$ cat config.mk
export PLATFORM = sky130hd
export DESIGN_NAME = matvec_mac4_seq_flat
export DESIGN_NICKNAME = d
export VERILOG_FILES = /design/src/rtl/matvec_mac4_seq_pkg.sv /design/src/rtl/matvec_mac4_seq_if.sv /design/src/rtl/matvec_mac4_seq_mac4.sv /design/src/rtl/matvec_mac4_seq.sv /design/src/flat_wrapper.sv
export SDC_FILE = /design/constraint.sdc
export NUM_CORES = 2
export LEC_CHECK = 0
export ABC_CLOCK_PERIOD_IN_PS = 3800
export CORE_UTILIZATION = 50
export CTS_CLUSTER_DIAMETER = 40
export CTS_CLUSTER_SIZE = 12
export DETAILED_ROUTE_END_ITERATION = 7
export GPL_ROUTABILITY_DRIVEN = 1
export MAX_ROUTING_LAYER = met4
export PLACE_DENSITY = 0.81
export SLEW_MARGIN = 20
export SYNTH_ARGS = -nofsm -noshare
export SYNTH_HDL_FRONTEND = slang
export SYNTH_SLANG_ARGS = --single-unit
export TNS_END_PERCENT = 30
$ cat constraint.sdc
create_clock -name clk -period 3.8 [get_ports clk]
set_clock_uncertainty 0.15 [all_clocks]
set_input_delay 0.57 -clock clk [delete_from_list [all_inputs] [get_ports clk]]
set_output_delay 0.57 -clock clk [all_outputs]
set_load 0.01 [all_outputs]
$ cat src/rtl/matvec_mac4_seq_pkg.sv
// Shared fixed-point types, FSM state encoding and helpers for the matvec sequencer.
package mac_pkg;

  localparam int unsigned Q_FRAC_W  = 14;  // fractional bits of the Q2.14 weights
  localparam int unsigned ACC_W_DEF = 32;

  typedef logic signed [15:0]          q2_14_t;
  typedef logic signed [15:0]          q4_12_t;
  typedef logic signed [ACC_W_DEF-1:0] acc_t;

  localparam acc_t Q4_12_MAX = 32767;
  localparam acc_t Q4_12_MIN = -32768;

  typedef enum logic [2:0] {
    ST_IDLE,
    ST_RUN,
    ST_DRAIN,
    ST_EMIT,
    ST_DONE
  } state_t;

  // Address width that never collapses to zero bits for single-entry spaces.
  function automatic int unsigned addr_w(input int unsigned n);
    return (n > 1) ? $clog2(n) : 1;
  endfunction

  // Clamp a row accumulator into the Q4.12 range.
  function automatic q4_12_t sat_q4_12(input acc_t a);
    if (a > Q4_12_MAX) return q4_12_t'(Q4_12_MAX);
    if (a < Q4_12_MIN) return q4_12_t'(Q4_12_MIN);
    return q4_12_t'(a);
  endfunction

endpackage

$ cat src/rtl/matvec_mac4_seq_if.sv
// Control, memory-read and result-stream signals of the matvec sequencer.
interface matvec_mac4_seq_if #(
  parameter int unsigned ROWS   = 2,
  parameter int unsigned COLS   = 8,
  parameter int unsigned DATA_W = 16
) ();
  import mac_pkg::*;

  localparam int unsigned WA_W = addr_w(ROWS * (COLS / 4));
  localparam int unsigned XA_W = addr_w(COLS / 4);
  localparam int unsigned RW   = addr_w(ROWS);

  logic                  start;
  logic                  busy;
  logic                  done;
  logic                  rd_en;
  logic [WA_W-1:0]       w_addr;
  logic [XA_W-1:0]       x_addr;
  logic [4*DATA_W-1:0]   w_data;
  logic [4*DATA_W-1:0]   x_data;
  logic                  y_valid;
  logic                  y_ready;
  logic [DATA_W-1:0]     y_data;
  logic [RW-1:0]         y_index;

  // Sequencer side: drives memory reads and the result stream.
  modport master (
    input  start, w_data, x_data, y_ready,
    output busy, done, rd_en, w_addr, x_addr, y_valid, y_data, y_index
  );

  // Environment side: memories, controller and result consumer.
  modport slave (
    output start, w_data, x_data, y_ready,
    input  busy, done, rd_en, w_addr, x_addr, y_valid, y_data, y_index
  );

endinterface

$ cat src/rtl/matvec_mac4_seq_mac4.sv
// mac4: four Q2.14 x Q4.12 products, each shifted back to Q4.12, summed with wrap.
module mac4 #(
  parameter int unsigned DATA_W = 16
) (
  input  logic [4*DATA_W-1:0]        i_w,
  input  logic [4*DATA_W-1:0]        i_x,
  output logic signed [DATA_W-1:0]   o_sum
);
  import mac_pkg::*;

  localparam int unsigned PW = 2 * DATA_W;

  logic signed [DATA_W-1:0] w_sum;

  // Full-width products, arithmetic shift, then truncating accumulation.
  always_comb begin
    w_sum = '0;
    for (int unsigned i = 0; i < 4; i++) begin
      w_sum = w_sum + DATA_W'((PW'($signed(i_w[i*DATA_W +: DATA_W])) *
                               PW'($signed(i_x[i*DATA_W +: DATA_W]))) >>> Q_FRAC_W);
    end
  end

  assign o_sum = w_sum;

endmodule

$ cat src/rtl/matvec_mac4_seq.sv
// Row-by-row matrix-vector sequencer feeding mac4 and emitting saturated Q4.12 rows.
module matvec_mac4_seq #(
  parameter int unsigned ROWS   = 2,
  parameter int unsigned COLS   = 8,
  parameter int unsigned DATA_W = 16,
  parameter int unsigned ACC_W  = 32
) (
  input  logic               clk,
  input  logic               rst,
  matvec_mac4_seq_if.master  bus
);
  import mac_pkg::*;

  localparam int unsigned CPR  = COLS / 4;
  localparam int unsigned WA_W = addr_w(ROWS * CPR);
  localparam int unsigned XA_W = addr_w(CPR);
  localparam int unsigned RW   = addr_w(ROWS);

  state_t                   r_state;
  logic                     r_busy;
  logic                     r_done;
  logic                     r_rd_en;
  logic                     r_rd_vld;
  logic                     r_y_valid;
  logic [RW-1:0]            r_row;
  logic [RW-1:0]            r_y_index;
  logic [XA_W-1:0]          r_chunk;
  logic [WA_W-1:0]          r_w_addr;
  logic [DATA_W-1:0]        r_y_data;
  logic signed [ACC_W-1:0]  r_acc;

  logic signed [DATA_W-1:0] w_mac;
  logic signed [ACC_W-1:0]  w_acc_next;

  mac4 #(.DATA_W(DATA_W)) u_mac4 (
    .i_w   (bus.w_data),
    .i_x   (bus.x_data),
    .o_sum (w_mac)
  );

  // Accumulator value including the quad arriving this cycle.
  always_comb begin
    w_acc_next = r_acc;
    if (r_rd_vld) w_acc_next = r_acc + ACC_W'(w_mac);
  end

  // Sequencer FSM, read pipeline and accumulator with registered outputs.
  always_ff @(posedge clk or posedge rst) begin
    if (rst) begin
      r_state   <= ST_IDLE;
      r_busy    <= 1'b0;
      r_done    <= 1'b0;
      r_rd_en   <= 1'b0;
      r_rd_vld  <= 1'b0;
      r_y_valid <= 1'b0;
      r_row     <= '0;
      r_y_index <= '0;
      r_chunk   <= '0;
      r_w_addr  <= '0;
      r_y_data  <= '0;
      r_acc     <= '0;
    end else begin
      r_rd_vld <= r_rd_en;
      r_acc    <= w_acc_next;
      r_done   <= 1'b0;
      case (r_state)
        ST_IDLE: begin
          if (bus.start) begin
            r_row    <= '0;
            r_chunk  <= '0;
            r_w_addr <= '0;
            r_acc    <= '0;
            r_busy   <= 1'b1;
            r_rd_en  <= 1'b1;
            r_state  <= ST_RUN;
          end
        end
        // w_addr is kept as a running counter; it always equals row*CPR+chunk.
        ST_RUN: begin
          if (r_chunk == XA_W'(CPR - 1)) begin
            r_rd_en <= 1'b0;
            r_state <= ST_DRAIN;
          end else begin
            r_chunk  <= r_chunk + XA_W'(1);
            r_w_addr <= r_w_addr + WA_W'(1);
          end
        end
        // The last quad lands on this edge, so the result uses w_acc_next.
        ST_DRAIN: begin
          r_y_data  <= DATA_W'(sat_q4_12(acc_t'(w_acc_next)));
          r_y_index <= r_row;
          r_y_valid <= 1'b1;
          r_state   <= ST_EMIT;
        end
        ST_EMIT: begin
          if (bus.y_ready) begin
            r_y_valid <= 1'b0;
            if (r_row == RW'(ROWS - 1)) begin
              r_done  <= 1'b1;
              r_state <= ST_DONE;
            end else begin
              r_row    <= r_row + RW'(1);
              r_chunk  <= '0;
              r_w_addr <= r_w_addr + WA_W'(1);
              r_acc    <= '0;
              r_rd_en  <= 1'b1;
              r_state  <= ST_RUN;
            end
          end
        end
        ST_DONE: begin
          r_busy  <= 1'b0;
          r_state <= ST_IDLE;
        end
        default: r_state <= ST_IDLE;
      endcase
    end
  end

  assign bus.busy    = r_busy;
  assign bus.done    = r_done;
  assign bus.rd_en   = r_rd_en;
  assign bus.w_addr  = r_w_addr;
  assign bus.x_addr  = r_chunk;
  assign bus.y_valid = r_y_valid;
  assign bus.y_data  = r_y_data;
  assign bus.y_index = r_y_index;

endmodule

$ cat src/flat_wrapper.sv
// flat-port wrapper written by rule: the top's interface ports become plain ports
module matvec_mac4_seq_flat import mac_pkg::*;
#(
  parameter int unsigned ROWS   = 2,
  parameter int unsigned COLS   = 8,
  parameter int unsigned DATA_W = 16,
  parameter int unsigned ACC_W  = 32
)
  (clk, rst, bus_start, bus_w_data, bus_x_data, bus_y_ready, bus_busy, bus_done, bus_rd_en, bus_w_addr, bus_x_addr, bus_y_valid, bus_y_data, bus_y_index);
  matvec_mac4_seq_if #(.ROWS(ROWS), .COLS(COLS), .DATA_W(DATA_W)) bus_i ();
  input  logic clk;
  input  logic rst;
  input wire logic [$bits(bus_i.start)-1:0] bus_start;
  input wire logic [$bits(bus_i.w_data)-1:0] bus_w_data;
  input wire logic [$bits(bus_i.x_data)-1:0] bus_x_data;
  input wire logic [$bits(bus_i.y_ready)-1:0] bus_y_ready;
  output wire logic [$bits(bus_i.busy)-1:0] bus_busy;
  output wire logic [$bits(bus_i.done)-1:0] bus_done;
  output wire logic [$bits(bus_i.rd_en)-1:0] bus_rd_en;
  output wire logic [$bits(bus_i.w_addr)-1:0] bus_w_addr;
  output wire logic [$bits(bus_i.x_addr)-1:0] bus_x_addr;
  output wire logic [$bits(bus_i.y_valid)-1:0] bus_y_valid;
  output wire logic [$bits(bus_i.y_data)-1:0] bus_y_data;
  output wire logic [$bits(bus_i.y_index)-1:0] bus_y_index;
  assign bus_i.start = bus_start;
  assign bus_i.w_data = bus_w_data;
  assign bus_i.x_data = bus_x_data;
  assign bus_i.y_ready = bus_y_ready;
  assign bus_busy = bus_i.busy;
  assign bus_done = bus_i.done;
  assign bus_rd_en = bus_i.rd_en;
  assign bus_w_addr = bus_i.w_addr;
  assign bus_x_addr = bus_i.x_addr;
  assign bus_y_valid = bus_i.y_valid;
  assign bus_y_data = bus_i.y_data;
  assign bus_y_index = bus_i.y_index;
  matvec_mac4_seq #(.ROWS(ROWS), .COLS(COLS), .DATA_W(DATA_W), .ACC_W(ACC_W)) u_core (.clk(clk), .rst(rst), .bus(bus_i));
endmodule
Word level (Yosys, flattened, before mapping)
Index checks and enable logic that the tools add are counted.
{ "word_totals": {"input_bits": 132, "wordCells": 89, "output_inout_bits": 24, "reg_bits": 61} }
{ "classes": {"n_mux": 43, "n_mul": 4, "magnitude_cmp": 2, "addsub": 7, "eq_ne": 9, "n_reduce_logical": 12} }
{ "op_table": {"columns": ["op", "n"], "rows": [
  ["$mux W32", 4],
  ["$mul A16 B16 Y30", 4],
  ["$mux W16", 4],
  ["$pmux W32 S2", 1],
  ["$add A16 B16 Y16", 3],
  ["$add A32 B16 Y32", 1],
  ["$gt A32 B16 Y1 const B", 1],
  ["$lt A32 B16 Y1 const B", 1],
  ["$mux W1", 19],
  ["$mux W3", 4],
  ["$pmux W3 S4", 1],
  ["$reduce_and A5 Y1", 2],
  ["$mux W2", 4],
  ["$ne A2 B2 Y1 const B", 4],
  ["$eq A3 B2 Y1 const B", 2],
  ["$pmux W1 S2", 3],
  ["$pmux W1 S3", 2],
  ["$pmux W2 S3", 1],
  ["$reduce_and A3 Y1", 2],
  ["$reduce_bool A2 Y1", 3],
  ["$reduce_and A2 Y1", 2],
  ["$reduce_and A4 Y1", 1],
  ["$eq A3 B1 Y1 const B", 1],
  ["$eq A3 B3 Y1 const B", 1],
  ["5 further kinds", 6]
]} }

Longest topological paths before layout
{ "depth": {"word_depth": 13, "ltp_mapped": 58, "depth_no_buf": 56} }

By module
Synthesis repeated with hierarchy kept, for this count alone.
{ "unflattened": {"cells_unflattened": 4668, "area_unflattened_um2": 42082.9} }
{ "by_module_without_submodules": {"columns": ["mod", "area_per_inst_um2", "seq_area_each_um2", "instances", "cells_per_inst"], "rows": [
  ["mac4", 37100.6, 0.0, 1, 4066],
  ["matvec_mac4_seq", 4982.3, 1526.5, 1, 602]
]} }

Worst setup path after synthesis
No wires, ideal clock.
{ "synth_path": {"path_kind": "input -> register", "from": "input bus_x_data[23]", "to": "register u_core.r_y_data[6], in the netlist u_core.bus.y_data[6]", "slack_ns": -8.266, "setup_time_ns": 0.119, "arrival_time_ns": 11.797, "path_stages": 51, "path_buffers": 2, "t_required_ns": 3.531, "path_cell_list": "clkbuf_1 > nand2_1 > fa_1 > inv_1 > fa_1 > inv_1 > fa_1 > inv_1 > fa_1 > fa_1 > inv_1 > fa_1 > inv_1 > ha_1 > nor2b_1 > o21ai_1 > o21ai_0 > or2_2 > (+15 left out) > o41ai_1 > o21ai_1 > xnor3_2 > inv_1 > ha_1 > a211oi_1 > nand2_1 > o31ai_1 > o21ai_1 > a2111o_1 > a31oi_1 > xnor2_1 > mux2i_1 > nand4_1 > a31oi_4 > buf_6 > o21ai_2 > o21a_1"} }
{ "synth_between": {"elab_chain_cells": 12, "word_cells_on_any_way": 16, "classes_between": "add/sub: 4; mul: 1; order compare: 2; mux: 9"} }
{ "synth_lines": {"columns": ["element", "line_no", "text"], "rows": [
  ["from (decl)", "flat_wrapper.sv:15", "input wire logic [$bits(bus_i.x_data)-1:0] bus_x_data;"],
  ["$mul A16 B16 Y30 (*)", "matvec_mac4_seq_mac4.sv:19", "w_sum = w_sum + DATA_W'((PW'($signed(i_w[i*DATA_W +: DATA_W])) *"],
  ["$add A16 B16 Y16 (*) (3 in series)", "matvec_mac4_seq_mac4.sv:19", null],
  ["$add A32 B16 Y32 (*)", "matvec_mac4_seq.sv:44", "if (r_rd_vld) w_acc_next = r_acc + ACC_W'(w_mac);"],
  ["$mux W32 (*)", "matvec_mac4_seq.sv:44", null],
  ["$lt A32 B16 Y1", "matvec_mac4_seq_pkg.sv:30", "if (a < Q4_12_MIN) return q4_12_t'(Q4_12_MIN);"],
  ["$mux W1 (2 in series)", "matvec_mac4_seq_pkg.sv:30", null],
  ["$mux W1", "matvec_mac4_seq.sv:66", "case (r_state)"],
  ["$mux W16", "matvec_mac4_seq_pkg.sv:31", "return q4_12_t'(a);"],
  ["$mux W16 (*)", "matvec_mac4_seq_pkg.sv:30", null],
  ["to (signal assigned)", "matvec_mac4_seq.sv:90", "r_y_data <= DATA_W'(sat_q4_12(acc_t'(w_acc_next)));"],
  ["to (decl)", "matvec_mac4_seq.sv:29", "logic [DATA_W-1:0] r_y_data;"]
]} }
Every way passes the cells marked *; elsewhere a longest branch is shown, timed or not. The select of a mux whose other input is x is not followed.
A chain may end at the register's enable or synchronous reset.

Final worst setup path
{ "layout_path": {"from": "input bus_x_data[47]", "to": "register u_core.r_y_data[0], in the netlist u_core.bus.y_data[0]"} }
{ "layout_between": {"elab_chain_cells": 11, "word_cells_on_any_way": 15, "classes_between": "add/sub: 3; mul: 1; order compare: 2; mux: 9"} }
{ "layout_lines": {"columns": ["element", "line_no"], "rows": [
  ["$mul A16 B16 Y30 (*)", "matvec_mac4_seq_mac4.sv:19"],
  ["$add A16 B16 Y16 (*) (2 in series)", "matvec_mac4_seq_mac4.sv:19"],
  ["$add A32 B16 Y32 (*)", "matvec_mac4_seq.sv:44"],
  ["$mux W32 (*)", "matvec_mac4_seq.sv:44"],
  ["$lt A32 B16 Y1", "matvec_mac4_seq_pkg.sv:30"],
  ["$mux W1 (2 in series)", "matvec_mac4_seq_pkg.sv:30"],
  ["$mux W1", "matvec_mac4_seq.sv:66"],
  ["$mux W16", "matvec_mac4_seq_pkg.sv:31"],
  ["$mux W16 (*)", "matvec_mac4_seq_pkg.sv:30"]
]} }
Marked as above.

==> flow_metrics.tcl <==
set metrics [dict create \
    status "complete, but fails checks" \
    failed_checks "negative setup slack" \
    grt_busiest_layer "met2" \
    met2_usage_pct 48.1 \
    grt_first_pass_wirelength_mm 181 \
    grt_use_met3_pct 3.87 \
    yosysSeqAreaShare_pct 3.70 \
    route.final.wire_length_mm 111 \
    synth_seq_cells 61 \
    mapped_area_sq_um 41200 \
    period_needed_ps 12250 \
    worst_hold_startpoint "u_core.bus.rd_en$_DFFE_PP0P_" \
    path_buf_inv 10 \
    synth-edff-count 0 \
    setup_slack_of_the_critical_path_after_layout_ps -8450 \
    syn-mean-instance-area_sq_um 9.21 \
    gp_congestion 0.923 \
    synth_flop_cell "sky130_fd_sc_hd__dfrtp_1" \
    worst_ep_arrival_time_ps 12370 \
    critical-path-max-stage-delay_ps 590 \
    layout.cells.most_common "sky130_fd_sc_hd__inv_1" \
    die_w_um 289 \
    drt-wirelength-per-cell_um 17.4 \
    cts_buffers 9 \
    slowest_stage "sky130_fd_sc_hd__clkdlybuf4s50_1" \
    placed_cells 6227 \
    number_of_max_cap_violations 0 \
    netlist_instances 4479 \
    cpMostUsedCell "sky130_fd_sc_hd__fa_1" \
    portBuffers 155 \
    root_buffer "sky130_fd_sc_hd__clkbuf_16" \
    core.rowCount 104 \
    clock_tree_from_tritoncts "yes" \
    detail_route.drc_violations 0 \
    grt_max_degree 26 \
    crit_fanout 8 \
    setup.worst_path.end_class "register" \
    grt_pass1_vias 36650 \
    cts-htree-levels 3 \
    drt_first_pass_iters 6 \
    maxSlewViolCount 0 \
    grt_usage_pct 27.9 \
    detail-route-antenna-nets 0 \
    hold_viol_final 0 \
    worst_r2r_startpoint "u_core.r_acc[0]$_DFF_PP0_" \
    routed-via-count 33288 \
    min_period_over_period_pct 322 \
    synth-async-reset-ratio_pct 100 \
    highest_count_cells_in_the_layout_ignoring_fill_and_taps "1,118 x sky130_fd_sc_hd__inv_1, 984 x sky130_fd_sc_hd__fa_1, 700 x sky130_fd_sc_hd__buf_4" \
    max_clock_freq_mhz 81.6 \
    required_ps 3920 \
    critical_path.startpoint "bus_x_data[47]" \
    initial_utilization_pct 50.9 \
    grt_setup_unrepaired "yes" \
    worst_pin_slew_ps 744 \
    final_nets 6807 \
    yosys.cell_types.count 79 \
    clkLatencyLatePin_ps 330 \
    coreArea_sq_um 81100 \
    grt.met1_usage_pct 33.5 \
    final_cell_count_no_fill 6371 \
    yosys_warnings 0 \
    drive_above_1_share_pct 22.8 \
    cts_hold_bufs 0 \
    critical_path.startpoint_type "primary input" \
    flow.area_growth_from_synthesis_pct 26.0 \
    design.portCount 156 \
    critPathTopFamily "adder cells" \
    place_hpwl_mm 91.5 \
    clock-sinks 61 \
    report.final.setup_viol 48 \
    grt.overflow.total 0 \
    route.detailed.vias_per_inst 5.22 \
    final_util_pct 64.1 \
    maximum_buffer_depth_of_the_clock_tree 2 \
    setup-tns-final_ps -339450 \
    critPathKind "in -> reg" \
    hold_path.class "reg -> reg" \
    fp.dieArea_sq_um 83600 \
    reg_clk_slew_reported_paths_ps 50 \
    grt_antenna_before_repair 2 \
    drt_iter0_drc 2103 \
    max_slew_margin_pct 50.4 \
    chip_height_um 289 \
    syn_nets 5982 \
]
-- Yosys cell counts (3+ instances only) --
| master | instances | area share [%] |
|---|---|---|
| sky130_fd_sc_hd__a211oi_1 | 9 | 0.16 |
| sky130_fd_sc_hd__a21boi_0 | 5 | 0.091 |
| sky130_fd_sc_hd__a21o_1 | 45 | 0.82 |
| sky130_fd_sc_hd__a21oi_1 | 79 | 0.96 |
| sky130_fd_sc_hd__a221oi_1 | 3 | 0.064 |
| sky130_fd_sc_hd__a31oi_1 | 7 | 0.11 |
| sky130_fd_sc_hd__a41o_1 | 3 | 0.073 |
| sky130_fd_sc_hd__a41oi_1 | 3 | 0.064 |
| sky130_fd_sc_hd__and2_1 | 435 | 6.6 |
| sky130_fd_sc_hd__and2_2 | 7 | 0.13 |
| sky130_fd_sc_hd__and3_1 | 9 | 0.14 |
| sky130_fd_sc_hd__and4_1 | 4 | 0.085 |
| sky130_fd_sc_hd__clkbuf_1 | 135 | 1.2 |
| sky130_fd_sc_hd__clkinv_1 | 3 | 0.027 |
| sky130_fd_sc_hd__dfrtp_1 | 61 | 3.7 |
| sky130_fd_sc_hd__fa_1 | 1019 | 49 |
| sky130_fd_sc_hd__ha_1 | 352 | 11 |
| sky130_fd_sc_hd__inv_1 | 1157 | 11 |
| sky130_fd_sc_hd__mux2_2 | 6 | 0.16 |
| sky130_fd_sc_hd__mux2i_1 | 19 | 0.46 |
| sky130_fd_sc_hd__nand2_1 | 548 | 5.0 |
| sky130_fd_sc_hd__nand2b_1 | 58 | 0.88 |
| sky130_fd_sc_hd__nand3_1 | 17 | 0.21 |
| sky130_fd_sc_hd__nand4_1 | 18 | 0.27 |
| sky130_fd_sc_hd__nor2_1 | 100 | 0.91 |
| sky130_fd_sc_hd__nor2b_1 | 26 | 0.39 |
| sky130_fd_sc_hd__nor3_1 | 14 | 0.17 |
| sky130_fd_sc_hd__nor4_1 | 4 | 0.061 |
| sky130_fd_sc_hd__o211ai_1 | 4 | 0.073 |
| sky130_fd_sc_hd__o21a_1 | 28 | 0.51 |
| sky130_fd_sc_hd__o21ai_0 | 45 | 0.55 |
| sky130_fd_sc_hd__o21ai_1 | 17 | 0.21 |
| sky130_fd_sc_hd__o21ai_2 | 10 | 0.21 |
| sky130_fd_sc_hd__o21bai_1 | 8 | 0.15 |
| sky130_fd_sc_hd__o31ai_1 | 3 | 0.055 |
| sky130_fd_sc_hd__or3_1 | 4 | 0.061 |
| sky130_fd_sc_hd__xnor2_1 | 120 | 2.5 |
| sky130_fd_sc_hd__xor2_1 | 42 | 0.89 |
-- layer usage --
metal	share of wire (%)	vias to the layer above
met4	4.5	0
met1	38	16854
met3	6.4	355
met5	0	-
met2	52	1352
li1	-	14727
-- final cells by class --
class                      count  area [sq um]
multi-input combinational   3116         36300
fill                        5889         29100
timing repair buffer         956          8080
inverter                    1160          4360
sequential                    61          1530
tap                         1060          1330
clock buffer                  11           243
clock inverter                 5          50.0
antenna                        2          5.00
-- path summary, 6_finish.rpt --
path                       cells after the start  slack, ps                                to
min in group asynchronous                      2        430  u_core.bus.y_data[0]$_DFFE_PP0P_
min                                            0        300         u_core.r_rd_vld$_DFF_PP0_
max in group asynchronous                      3       2360        u_core.r_acc[24]$_DFF_PP0_
min reg2reg                                    0        300         u_core.r_rd_vld$_DFF_PP0_
max reg2reg                                   19       -590  u_core.bus.y_data[0]$_DFFE_PP0P_
max                                           52      -8450  u_core.bus.y_data[0]$_DFFE_PP0P_
-- cells by family after synthesis --
logic type / after synthesis / synth area share, %
fa+ha+maj: 1371 / 60.2
buf+inv: 1302 / 11.9
simple gates: 1257 / 15.2
compound gates: 298 / 4.83
xor+xnor: 165 / 3.59
flops: 61 / 3.70
mux: 25 / 0.625
-- metrics by stage --
stage	area, sq um	hold WS, ps	setup WS [ps]
detailed placement	49100	285	-9210
global placement	49100	289	-8900
floorplan	41700	285	-7670
global route	51900	317	-8920
finish	51900	299	-8450
CTS	51200	300	-8120
-- state kept, by name, summed over array words and instances (netlist names) --
register	count
u_core.bus.y_valid	1
u_core.r_rd_vld	1
u_core.r_acc	32
u_core.r_state	3
u_core.r_row	1
u_core.bus.y_index	1
u_core.bus.w_addr	2
u_core.bus.y_data	16
u_core.bus.done	1
u_core.bus.x_addr	1
u_core.bus.rd_en	1
u_core.bus.busy	1
-- what timing repair did --
| item | CTS | global route |
|---|---|---|
| setup endpoints to repair | 48 | 48 |
| gates resized for setup | 477 | 219 |
| pin swaps | 192 | 148 |
| setup buffers | 90 | 29 |
| cloned | 15 | 0 |
Power is left out: the tool's default activity adds up to more than one toggle a clock period on the data nets, which glitch-free logic cannot reach.
